`src/rtl/dyt_mem_arbiter_pkg.sv`:
```
// Shared types for the SRAM arbiter: machine word, arbiter FSM states and
// the identity of the requester currently owning the SRAM.
package dyt_mem_arbiter_pkg;

    localparam int WORD_W = 32;

    typedef logic [WORD_W-1:0] word_t;

    typedef enum logic [1:0] {
        IDLE,
        ACCESS,
        RESP
    } arb_state_t;

    typedef enum logic {
        INST,
        DATA
    } mem_owner_t;

endpackage

```
`src/rtl/dyt_sram_if.sv`:
```
// Bus between the single SRAM master (the arbiter) and the SRAM itself.
interface dyt_sram_if;
    import dyt_mem_arbiter_pkg::*;

    word_t sram_address;
    word_t sram_w_data;
    word_t sram_r_data;
    logic  sram_ren;
    logic  sram_wen;

    modport cpu (
        output sram_address,
        output sram_w_data,
        output sram_ren,
        output sram_wen,
        input  sram_r_data
    );

    modport sram (
        input  sram_address,
        input  sram_w_data,
        input  sram_ren,
        input  sram_wen,
        output sram_r_data
    );
endinterface

```
`src/rtl/dyt_mem_arbiter.sv`:
```
// Arbitrates the single-ported SRAM between instruction fetch and data memory:
// latch the winner, hold the SRAM enables for SRAM_LAT cycles, then pulse a hit.
module dyt_mem_arbiter
    import dyt_mem_arbiter_pkg::*;
#(
    parameter int SRAM_LAT = 2
) (
    input  logic  CLK,
    input  logic  nRST,
    input  logic  iren,
    input  word_t iaddr,
    output logic  ihit,
    output word_t iload,
    input  logic  dren,
    input  logic  dwen,
    input  word_t daddr,
    input  word_t dstore,
    output logic  dhit,
    output word_t dload,
    dyt_sram_if.cpu sram
);

    localparam int CNT_W = 4;
    localparam logic [CNT_W-1:0] CNT_LOAD = CNT_W'(SRAM_LAT - 1);

    arb_state_t       state_reg, state_next;
    logic [CNT_W-1:0] count_reg, count_next;
    mem_owner_t       owner_reg, owner_next;
    mem_owner_t       last_owner_reg, last_owner_next;
    word_t            addr_reg, addr_next;
    word_t            wdata_reg, wdata_next;
    logic             write_reg, write_next;
    word_t            iload_reg, iload_next;
    word_t            dload_reg, dload_next;

    logic data_req;
    logic grant_data;

    // A simultaneous read and write request is serviced as a write.
    assign data_req = dren | dwen;

    always_ff @(posedge CLK or negedge nRST) begin
        if (!nRST) begin
            state_reg      <= IDLE;
            count_reg      <= '0;
            owner_reg      <= INST;
            last_owner_reg <= INST;
            addr_reg       <= '0;
            wdata_reg      <= '0;
            write_reg      <= 1'b0;
            iload_reg      <= '0;
            dload_reg      <= '0;
        end else begin
            state_reg      <= state_next;
            count_reg      <= count_next;
            owner_reg      <= owner_next;
            last_owner_reg <= last_owner_next;
            addr_reg       <= addr_next;
            wdata_reg      <= wdata_next;
            write_reg      <= write_next;
            iload_reg      <= iload_next;
            dload_reg      <= dload_next;
        end
    end

    always_comb begin
        state_next      = state_reg;
        count_next      = count_reg;
        owner_next      = owner_reg;
        last_owner_next = last_owner_reg;
        addr_next       = addr_reg;
        wdata_next      = wdata_reg;
        write_next      = write_reg;
        iload_next      = iload_reg;
        dload_next      = dload_reg;
        grant_data      = 1'b0;

        unique case (state_reg)
            IDLE: begin
                if (iren || data_req) begin
                    // Data has priority unless it won last time, so a steady
                    // stream of data accesses cannot starve instruction fetch.
                    grant_data      = data_req && (!iren || (last_owner_reg != DATA));
                    owner_next      = grant_data ? DATA : INST;
                    last_owner_next = grant_data ? DATA : INST;
                    addr_next       = grant_data ? daddr : iaddr;
                    wdata_next      = grant_data ? dstore : '0;
                    write_next      = grant_data && dwen;
                    count_next      = CNT_LOAD;
                    state_next      = ACCESS;
                end
            end
            ACCESS: begin
                if (count_reg != '0) begin
                    count_next = count_reg - 1'b1;
                end else begin
                    if (!write_reg) begin
                        if (owner_reg == DATA) begin
                            dload_next = sram.sram_r_data;
                        end else begin
                            iload_next = sram.sram_r_data;
                        end
                    end
                    state_next = RESP;
                end
            end
            RESP: begin
                state_next = IDLE;
            end
            default: begin
                state_next = IDLE;
            end
        endcase
    end

    // The SRAM bus is quiet outside ACCESS; write data only appears for writes.
    assign sram.sram_address = (state_reg == ACCESS) ? addr_reg : '0;
    assign sram.sram_w_data  = ((state_reg == ACCESS) && write_reg) ? wdata_reg : '0;
    assign sram.sram_ren     = (state_reg == ACCESS) && !write_reg;
    assign sram.sram_wen     = (state_reg == ACCESS) && write_reg;

    assign ihit  = (state_reg == RESP) && (owner_reg == INST);
    assign dhit  = (state_reg == RESP) && (owner_reg == DATA);
    assign iload = iload_reg;
    assign dload = dload_reg;

endmodule

```
`src/flat_wrapper.sv`:
```
// flat-port wrapper written by rule: the top's interface ports become plain ports
module dyt_mem_arbiter_flat import dyt_mem_arbiter_pkg::*;
#(
    parameter int SRAM_LAT = 2
)
  (CLK, nRST, iren, iaddr, ihit, iload, dren, dwen, daddr, dstore, dhit, dload, sram_sram_address, sram_sram_w_data, sram_sram_ren, sram_sram_wen, sram_sram_r_data);
  dyt_sram_if sram_i ();
  input  logic CLK;
  input  logic nRST;
  input  logic iren;
  input  word_t iaddr;
  output logic ihit;
  output word_t iload;
  input  logic dren;
  input  logic dwen;
  input  word_t daddr;
  input  word_t dstore;
  output logic dhit;
  output word_t dload;
  output wire logic [$bits(sram_i.sram_address)-1:0] sram_sram_address;
  output wire logic [$bits(sram_i.sram_w_data)-1:0] sram_sram_w_data;
  output wire logic [$bits(sram_i.sram_ren)-1:0] sram_sram_ren;
  output wire logic [$bits(sram_i.sram_wen)-1:0] sram_sram_wen;
  input wire logic [$bits(sram_i.sram_r_data)-1:0] sram_sram_r_data;
  assign sram_sram_address = sram_i.sram_address;
  assign sram_sram_w_data = sram_i.sram_w_data;
  assign sram_sram_ren = sram_i.sram_ren;
  assign sram_sram_wen = sram_i.sram_wen;
  assign sram_i.sram_r_data = sram_sram_r_data;
  dyt_mem_arbiter #(.SRAM_LAT(SRAM_LAT)) u_core (.CLK(CLK), .nRST(nRST), .iren(iren), .iaddr(iaddr), .ihit(ihit), .iload(iload), .dren(dren), .dwen(dwen), .daddr(daddr), .dstore(dstore), .dhit(dhit), .dload(dload), .sram(sram_i));
endmodule
```
`config.mk`:
```
export PLATFORM = sky130hd
export DESIGN_NAME = dyt_mem_arbiter_flat
export DESIGN_NICKNAME = d
export VERILOG_FILES = /design/src/rtl/dyt_mem_arbiter_pkg.sv /design/src/rtl/dyt_sram_if.sv /design/src/rtl/dyt_mem_arbiter.sv /design/src/flat_wrapper.sv
export SDC_FILE = /design/constraint.sdc
export NUM_CORES = 1
export LEC_CHECK = 0
export ABC_AREA = 1
export CORE_UTILIZATION = 35
export CTS_CLUSTER_SIZE = 25
export DETAILED_ROUTE_END_ITERATION = 12
export PLACE_DENSITY = 0.76
export SYNTH_ARGS = -nofsm -noshare
export SYNTH_HDL_FRONTEND = slang
export SYNTH_SLANG_ARGS = --single-unit
```
`constraint.sdc`:
```
create_clock -name CLK -period 3.46 [get_ports CLK]
set_clock_uncertainty 0.05 [all_clocks]
set_input_delay 0.692 -clock CLK [delete_from_list [all_inputs] [get_ports CLK]]
set_output_delay 0.692 -clock CLK [all_outputs]
set_load 0.02 [all_outputs]
```
; ---- After elaboration in Yosys (flattened, before gate mapping)
; Index checks and enable logic that the tools add are counted.
[totals]
register_bits = 136
in_bits = 133
[classes]
reduce_logical = 18
n_addsub = 1
n_eq_ne = 5
n_bitwise = 4
muxes = 11
[op_table]
columns = cell, count
row1 = $mux 32, 4
row2 = $mux 4, 2
row3 = $pmux 4 s2, 1
row4 = $reduce_and 4->1, 2
row5 = $logic_and 1x1->1, 6
row6 = $mux 2, 2
row7 = $ne 2x1->1 const B, 2
row8 = $pmux 2 s2, 1
row9 = $reduce_and 2->1, 2
row10 = $reduce_bool 4->1, 1
row11 = $sub 4x1->4 const B, 1
row12 = $not 1->1, 3
row13 = $reduce_and 3->1, 1
row14 = $eq 2x1->1 const B, 1
row15 = $eq 2x2->1 const B, 1
row16 = $logic_not 1->1, 2
row17 = $logic_not 2->1, 1
row18 = $logic_or 1x1->1, 2
row19 = $ne 2x2->1 const B, 1
row20 = $reduce_bool 2->1, 1
row21 = $mux 1, 1
row22 = $or 1x1->1, 1

; ---- Longest topological paths before layout
; Gate-level depths: netlist of run 1.
[depth]
depth_word = 4
depth_mapped = 10
depth_no_buf = 8

; ---- Worst setup path before layout of run 1
; Ideal clock, no wire load.
[synth_path]
path_kind = register to output
from = register u_core.state_reg[0]
to = output port sram_sram_w_data[10]
slack_ns = 1.256
path_buffers = 1
arrival_ns = 1.462
t_required_ns = 2.718
stages_incl_launch_ff = 8
cell_sequence = dfrtp_1 inv_2 nor2_4 inv_2 nor2_2 inv_1 buf_2 nor2_1
[synth_between]
elab_chain_cells = 3
[synth_rtl]
columns = element, line
row1 = "start, declared", dyt_mem_arbiter.sv:26  ; arb_state_t state_reg, state_next;
row2 = "start signal, assigned", dyt_mem_arbiter.sv:54  ; state_reg <= state_next;
row3 = $eq 2x1->1, -
row4 = $logic_and 1x1->1, -
row5 = named net sram_sram_wen, flat_wrapper.sv:23  ; output wire logic [$bits(sram_i.sram_wen)-1:0] sram_sram_wen;
row6 = $mux 32, dyt_mem_arbiter.sv:118  ; assign sram.sram_w_data = ((state_reg == ACCESS) && write_reg) ? wdata_reg : '0;
row7 = "end, declared", flat_wrapper.sv:21  ; output wire logic [$bits(sram_i.sram_w_data)-1:0] sram_sram_w_data;
; The timed path passes the listed nets, and every way through them passes these cells.

; ---- Worst setup path after layout of run 1
[layout_path]
from = register u_core.state_reg[0]
to = output port sram_sram_w_data[9]
[layout_between]
elab_chain_cells = 3
[layout_rtl]
columns = element, line
row1 = $eq 2x1->1, dyt_mem_arbiter.sv:118
row2 = $logic_and 1x1->1, dyt_mem_arbiter.sv:118
row3 = $mux 32, dyt_mem_arbiter.sv:118
; Every way passes these cells.

==> impl_metrics.prom, run 1 <==
# TYPE chip_impl_metric gauge
chip_impl_info{name="synth_top_cells_by_count",value="sky130_fd_sc_hd__nand2_1 (367), sky130_fd_sc_hd__dfrtp_1 (136), sky130_fd_sc_hd__inv_1 (76)"} 1
chip_impl_info{name="critPathLaunchType",value="flip-flop"} 1
chip_impl_metric{name="regToRegSetupSlack",unit="ns"} 1.25
chip_impl_metric{name="worst_setup_hold_path_clk_slew",unit="ns"} 0.06
chip_impl_metric{name="insertedDiodeCount",unit=""} 0
chip_impl_metric{name="cp_data_required_time",unit="ns"} 2.72
chip_impl_metric{name="yosys_register_bits",unit=""} 136
chip_impl_info{name="min_path_type",value="in2async"} 1
chip_impl_metric{name="pwr_density_cell",unit="nW/um^2"} 939
chip_impl_metric{name="postRouteAntennaNets",unit=""} 0
chip_impl_metric{name="first_pass_grt_wire_length",unit="mm"} 27.9
chip_impl_metric{name="core.rowCount",unit=""} 48
chip_impl_metric{name="detailedPlacementHpwl",unit="mm"} 12.6
chip_impl_metric{name="share_of_the_synthesized_area_in_the_top_cell_type",unit="%"} 54.9
chip_impl_info{name="dominantRegCellSynth",value="sky130_fd_sc_hd__dfrtp_1"} 1
chip_impl_metric{name="first_iter_violations",unit=""} 207
chip_impl_metric{name="drv_cap",unit=""} 0
chip_impl_metric{name="vdd_ir_drop_max",unit="mV"} 0.562
chip_impl_metric{name="min_period",unit="ns"} 3.22
chip_impl_metric{name="vias_in_the_first_global_route",unit=""} 5543
chip_impl_metric{name="die_width",unit="um"} 135
chip_impl_metric{name="vias",unit=""} 6020
chip_impl_metric{name="floorplan.initialDensity",unit="%"} 35.9
chip_impl_info{name="buffer_cell_driving_the_clock_tree_root",value="sky130_fd_sc_hd__clkbuf_16"} 1
chip_impl_metric{name="synth-seq-area-share",unit="%"} 54.9
chip_impl_metric{name="num_io_pins",unit=""} 265
chip_impl_metric{name="postCtsSetupBuffers",unit=""} 0
chip_impl_metric{name="core",unit="um^2"} 17300
chip_impl_info{name="yosys.cell_count.top_type",value="sky130_fd_sc_hd__nand2_1"} 1
chip_impl_metric{name="layoutNonFillerInstCount",unit=""} 1301
chip_impl_metric{name="multi_input_logic_area",unit="um^2"} 2280
chip_impl_metric{name="area_enclosed_by_the_die_boundary",unit="um^2"} 18300
chip_impl_metric{name="routedWlPerCell",unit="um"} 13.7
chip_impl_metric{name="synth.distinct_cells",unit=""} 20
chip_impl_metric{name="timing_hold_violations_final",unit=""} 0
chip_impl_metric{name="areaGrowthSynthToFinish",unit="%"} 54.9
chip_impl_metric{name="max-slew-margin-rel",unit="%"} 37.7
chip_impl_metric{name="numPortBuffers",unit=""} 264
chip_impl_metric{name="cts_hold_buf",unit=""} 0
chip_impl_metric{name="grt.overflow.total",unit=""} 0
chip_impl_metric{name="antenna_found_initial",unit=""} 0
chip_impl_metric{name="globalRouteTotalUtil",unit="%"} 19.7
chip_impl_metric{name="pin_count_of_the_biggest_net_entering_global_routing",unit=""} 99
chip_impl_metric{name="routabilityCongestion",unit=""} 0.764
chip_impl_metric{name="cts_made_buffers",unit=""} 17
chip_impl_metric{name="post_drt_via_cell_ratio",unit=""} 4.63
chip_impl_metric{name="crit_arrival",unit="ns"} 2.48
chip_impl_metric{name="syn-instance-count",unit=""} 815
chip_impl_metric{name="ctsLongestPathBuffers",unit=""} 2
chip_impl_metric{name="reg2reg_depth",unit=""} 7
chip_impl_info{name="yosys_top_cell_by_area",value="sky130_fd_sc_hd__dfrtp_1"} 1
chip_impl_metric{name="placed_cells_incl_taps",unit=""} 1273
chip_impl_metric{name="post_cts_resize_count",unit=""} 0
chip_impl_info{name="critPathCaptureType",value="primary output"} 1
chip_impl_info{name="worst-setup-path-type",value="reg2out"} 1
chip_impl_metric{name="slew_viol_final",unit=""} 0
chip_impl_info{name="tritoncts",value="yes"} 1
chip_impl_metric{name="synth_warnings",unit=""} 0
chip_impl_metric{name="tritoncts_num_sinks",unit=""} 136
chip_impl_metric{name="drive_above_1_share",unit="%"} 4.93
chip_impl_metric{name="synth_edf_count",unit=""} 0
chip_impl_metric{name="synth_async_sr_flop_share",unit="%"} 100
chip_impl_metric{name="count_of_tritonroute_iterations_in_the_first_routing_pass",unit=""} 4
chip_impl_metric{name="max_fanout_on_critical_path",unit=""} 32
chip_impl_metric{name="fillers",unit=""} 1644
chip_impl_metric{name="worst_margin_slew",unit="ns"} 0.933
chip_impl_metric{name="die-height",unit="um"} 135
chip_impl_metric{name="drt_wl_total",unit="mm"} 17.9
chip_impl_metric{name="syn_nets",unit=""} 949
chip_impl_metric{name="leakage_dissipation",unit="nW"} 4.69
chip_impl_info{name="run_status",value="finished clean"} 1
chip_impl_info{name="rr_endpoint",value="u_core.dload[2]$_DFFE_PN0P_"} 1
chip_impl_metric{name="fmax",unit="MHz"} 311
chip_impl_info{name="ys_top_cells_by_area",value="sky130_fd_sc_hd__dfrtp_1 (55%), sky130_fd_sc_hd__nand2_1 (22%), sky130_fd_sc_hd__nand3_1 (5.4%), sky130_fd_sc_hd__inv_1 (4.6%), sky130_fd_sc_hd__nor2_1 (4.5%)"} 1
chip_impl_metric{name="min_period_over_period",unit="%"} 93.1
chip_impl_metric{name="nets",unit=""} 1201
chip_impl_metric{name="setup_violations",unit=""} 0
chip_impl_metric{name="insertion_delay",unit="ns"} 0.40
chip_impl_metric{name="cts.htree.levels",unit=""} 4
chip_impl_metric{name="post_synth.cell_area_avg",unit="um^2"} 7.61
chip_impl_metric{name="timing.setup.tns",unit="ns"} 0
chip_impl_metric{name="detail_route.drc_violations",unit=""} 0
chip_impl_metric{name="sequential_cell_area",unit="um^2"} 3400
chip_impl_info{name="grt_setup_unrepaired",value="no"} 1
chip_impl_metric{name="syn-cell-area",unit="um^2"} 6200
chip_impl_info{name="critical_path.reg2reg.startpoint",value="u_core.count_reg[0]$_DFFE_PN0P_"} 1
-- logic make-up after synthesis --
logic type | synth area share [%]
DFF | 54.9
AOI/OAI and AO/OA | 3.13
and+or+nand+nor | 33.5
adders and majority gates | 0.202
buffers and inverters | 8.35
-- where the power goes --
part | total, mW | switching (mW) | internal [mW] | leakage [nW]
combinational | 4.50 | 2.65 | 1.85 | 2.71
sequential | 2.73 | 0.379 | 2.35 | 1.68
clock | 1.79 | 0.643 | 1.15 | 0.290
-- cells in the final DEF, fill, tap and decap left out, types with 3 or more instances in the layout --
cell                              Yosys  routed
sky130_fd_sc_hd__nor2_1              74      73
sky130_fd_sc_hd__clkinv_2             0       4
sky130_fd_sc_hd__inv_2                2       3
sky130_fd_sc_hd__clkdlybuf4s50_1      0     263
sky130_fd_sc_hd__nand3_1             67      67
sky130_fd_sc_hd__dfrtp_1            136     136
sky130_fd_sc_hd__nor2_4               3       3
sky130_fd_sc_hd__nand2_1            367     367
sky130_fd_sc_hd__o21ai_0             36      36
sky130_fd_sc_hd__inv_1               76      75
sky130_fd_sc_hd__buf_4               10      11
sky130_fd_sc_hd__clkbuf_16            0      17
sky130_fd_sc_hd__bufinv_16            0       3
-- metrics by stage --
stage	total power [mW]	util, %	worst slack (ns)	hold WS, ns	instance area [um^2]
final	9.02	55.6	0.240	0.180	9610
after CTS	9.13	55.6	0.207	0.190	9610
after global routing	9.67	55.6	0.0171	0.199	9610
after global placement	7.20	52.2	0.785	0.402	9030
after detailed placement	7.28	52.2	0.674	0.408	9030
after floorplan	5.28	-	1.26	0.346	6200
-- layout make-up --
cell class	count	share of cell area [%]
inverters	78	3.05
flip-flops and latches	136	35.4
clock buffers	19	4.71
clock inverters	9	1.33
multi-input cells	557	23.8
repair buffers	277	28.8
well taps	225	2.93
-- routing by layer --
| layer | track usage, % | wire length (um) |
|---|---|---|
| met1 | 24.3 | 7520 |
| met2 | 31.9 | 8500 |
| met3 | 6.25 | 1410 |
| met4 | 7.80 | 426 |
| met5 | 0 | 0 |
-- how the worst max path moves through the flow --
stage / to / from / slack (ns)
5_1_grt: sram_sram_w_data[1] / u_core.state_reg[0]$_DFFE_PN0P_ / 0.02
2_1_floorplan: sram_sram_w_data[10] / u_core.state_reg[0]$_DFFE_PN0P_ / 1.26
6_report: sram_sram_w_data[9] / u_core.state_reg[0]$_DFFE_PN0P_ / 0.24
3_3_place_gp: sram_sram_w_data[4] / u_core.state_reg[0]$_DFFE_PN0P_ / 0.79
4_1_cts: sram_sram_w_data[2] / u_core.state_reg[0]$_DFFE_PN0P_ / 0.21
3_5_place_dp: sram_sram_w_data[13] / u_core.state_reg[0]$_DFFE_PN0P_ / 0.67
-- critical path, stage by stage (launching register included) --
cell	delay, ns
sky130_fd_sc_hd__dfrtp_1	0.42
sky130_fd_sc_hd__inv_2	0.07
sky130_fd_sc_hd__nor2_4	0.13
sky130_fd_sc_hd__inv_2	0.05
sky130_fd_sc_hd__nor2_2	0.10
sky130_fd_sc_hd__inv_1	0.39
sky130_fd_sc_hd__nor2_1	0.26
sky130_fd_sc_hd__clkdlybuf4s50_1	0.63
No activity file was read; power rests on OpenSTA's default activity.
==> run 2: changes to the inputs <==
- SKIP_CTS_REPAIR_TIMING: default -> 1
==> results of run 2 <==
Same layout as run 1: the final DEF is identical, and so are final timing and power.
==> patch (config.mk and constraints of run 1) <==
Set the package constant `WORD_W` to 24 (it was 32).
--- a/src/rtl/dyt_mem_arbiter_pkg.sv
+++ b/src/rtl/dyt_mem_arbiter_pkg.sv
@@ -2,7 +2,7 @@
 // the identity of the requester currently owning the SRAM.
 package dyt_mem_arbiter_pkg;
 
-    localparam int WORD_W = 32;
+    localparam int WORD_W = 24;
 
     typedef logic [WORD_W-1:0] word_t;
 
Interface: changed (8 resized); port bits go from 265 to 201. The function was not compared with the original's and may differ.
==> patch against run 1 <==
Sequential cell count down 32. Setup slack better by 0.14 ns. First-iteration DRC count up 53%. Synthesized area down 23%. Sequential power down 23%. Power down 27%. Utilization down 1.5 points. Cell area down 25%. Wire length down 31%. Register-to-register slack worse by 0.18 ns. Largest cell class unchanged.
==> patch: results (changes against run 1) <==
stage	metric	value	unit	change
placement	PortBufs	200		-24%
final_layout	n_diodes	0		unchanged
yosys	Async SR Flop Fraction	100.0	%	unchanged
clocking	clock latency on the worst-skew pair	0.34	ns	-0.06 ns
clocking	Post-CTS Setup Inserts	0		unchanged
worst_setup_path	crit-path max cell delay	0.63	ns	about the same
clocking	CTS root buffer	clkbuf_16		
power_and_ir_drop	Leakage Power	3.593	nW	-23%
routing	average wire per standard cell	12.45	microns	-9.3%
yosys	synth top area cells	dfrtp_1 54%, nand2_1 22%, inv_1 6.6%, nor2_1 4.5%, o21ai_1 3.3%		
hold_path	Worst Hold Class	primary input to asynchronous set/reset pin		
global_routing	largest net degree at the start of global routing	56		-43%
clocking	total CTS buffers	9		-8
clocking	clk slew on worst S/H paths	0.07	ns	
placement	GPL Wtd Cong	0.7594		-0.58%
worst_setup_path	delay-heaviest family, CP	buffers and inverters		
global_routing	GRT Overall Usage	18.35	%	-1.3 points
yosys	Synth top cells by count	278 x nand2_1, 104 x dfrtp_1, 84 x inv_1		
timing	max_slew headroom	33.59	%	-4.2 points
clocking	H-tree Lvls	3		-1
worst_setup_path	Reg-to-Reg Start	u_core.state_reg[1]		
global_routing	vias in the first global route	4083		-26%
final_layout	share of layout cells above drive strength 1	4.444	%	-0.48 points
yosys	Synth warnings	0		unchanged
global_routing	initial antenna violation count	0		unchanged
status	status	complete, no violations		
routing	Iteration-0 DRC Markers	317		+53%
power_and_ir_drop	maximum VDD drop	0.0003734	V	-34%
yosys	sequential area share after synthesis	54.44	%	-0.42 points
worst_setup_path	R2R Setup Slk	1.07	ns	-0.18 ns
worst_setup_path	CP Max Fanout	24		-25%
clocking	Max Root-Sink Buffers	2		unchanged
global_routing	first-pass GRT wire length	20.53	mm	-27%
worst_setup_path	CP arrival	2.34	ns	-0.14 ns
worst_setup_path	R2R depth	6		-1
clocking	cts repair resizes	0		unchanged
routing	1st-pass router iterations	5		+1
yosys	Synth cell types	20		unchanged
routing	vias per std cell	4.417		-4.5%
final_layout	Final Net Count	907		-24%
worst_setup_path	Slowest cell on crit path	clkdlybuf4s50_1		
yosys	Mapped Nets	722		-24%
worst_setup_path	R2R Path End	u_core.iload[6]		
placement	Final HPWL DP	8.671	mm	-31%
==> patch: cell types whose count changed in the layout (fill, tap and decap cells not counted), moves of 9 or more <==
| cell | run 1 | this run |
|---|---|---|
| nand2_1 | 367 | 278 |
| o21ai_0 | 36 | 11 |
| nor2_1 | 73 | 57 |
| dfrtp_1 | 136 | 104 |
| inv_1 | 75 | 84 |
| nand3_1 | 67 | 3 |
| clkdlybuf4s50_1 | 263 | 199 |
| o21ai_1 | 0 | 32 |
==> patch: cell type report <==
cell class,count,area [sq um]
clock buffer,9,225.2
clock inverter,7,118.9
fill,1244,6106
inverter,85,319.1
multi-input combinational,402,1669
sequential,104,2603
tap,176,220.2
timing repair buffer,203,2034
==> patch: worst max-delay path by stage <==
stage | from | endpoint | depth (start not counted)
6_report | u_core.state_reg[1] | sram_sram_w_data[20] | 6
3_3_place_gp | u_core.state_reg[1] | sram_sram_w_data[20] | 6
3_5_place_dp | u_core.state_reg[1] | sram_sram_w_data[20] | 6
5_1_grt | u_core.state_reg[1] | sram_sram_w_data[21] | 6
2_1_floorplan | u_core.state_reg[1] | sram_sram_w_data[10] | 6
4_1_cts | u_core.state_reg[1] | sram_sram_w_data[20] | 6
==> patch: logic make-up (layout without fill, tap and decap cells) <==
logic type      count (synthesis)  in the layout  share of synthesized area (%)
flops                         104            104                          54.44
compound gates                 53             53                          6.255
buf+inv                       114            304                          10.81
fa+ha+maj                       1              1                         0.2617
simple gates                  348            348                          28.24
==> patch: worst reg2reg max path: stages (launching register included) <==
cell and delay [ns]:
dfrtp_1 0.38, inv_1 0.12, nand2_2 0.07, buf_4 0.24, nor2_4 0.15, nand3_2 0.77
o21ai_0 0.49
==> patch: per-layer routing <==
metal | GRT usage [%] | share of wire (%)
met5 | 0 | 0
met4 | 6.566 | 1.2
met3 | 4.981 | 8.0
met2 | 27.05 | 43
met1 | 25.80 | 48
==> patch: power by group <==
group | switching [mW] | internal, mW
sequential | 0.313 | 1.80
combinational | 1.91 | 1.40
clock | 0.455 | 0.708
==> patch: per-stage QoR <==
stage               setup slack, ns  hold slack, ns  util, %  cell area, sq um  std cells
floorplan                     1.203          0.3464        -              4781        620
global placement             0.8049          0.4116    51.49              6845        970
detailed placement           0.7750          0.4152    51.49              6845        970
CTS                          0.3756          0.3435    54.07              7189        986
global route                 0.1846          0.3751    54.07              7189        986
finish                       0.3803          0.3233    54.07              7189        986
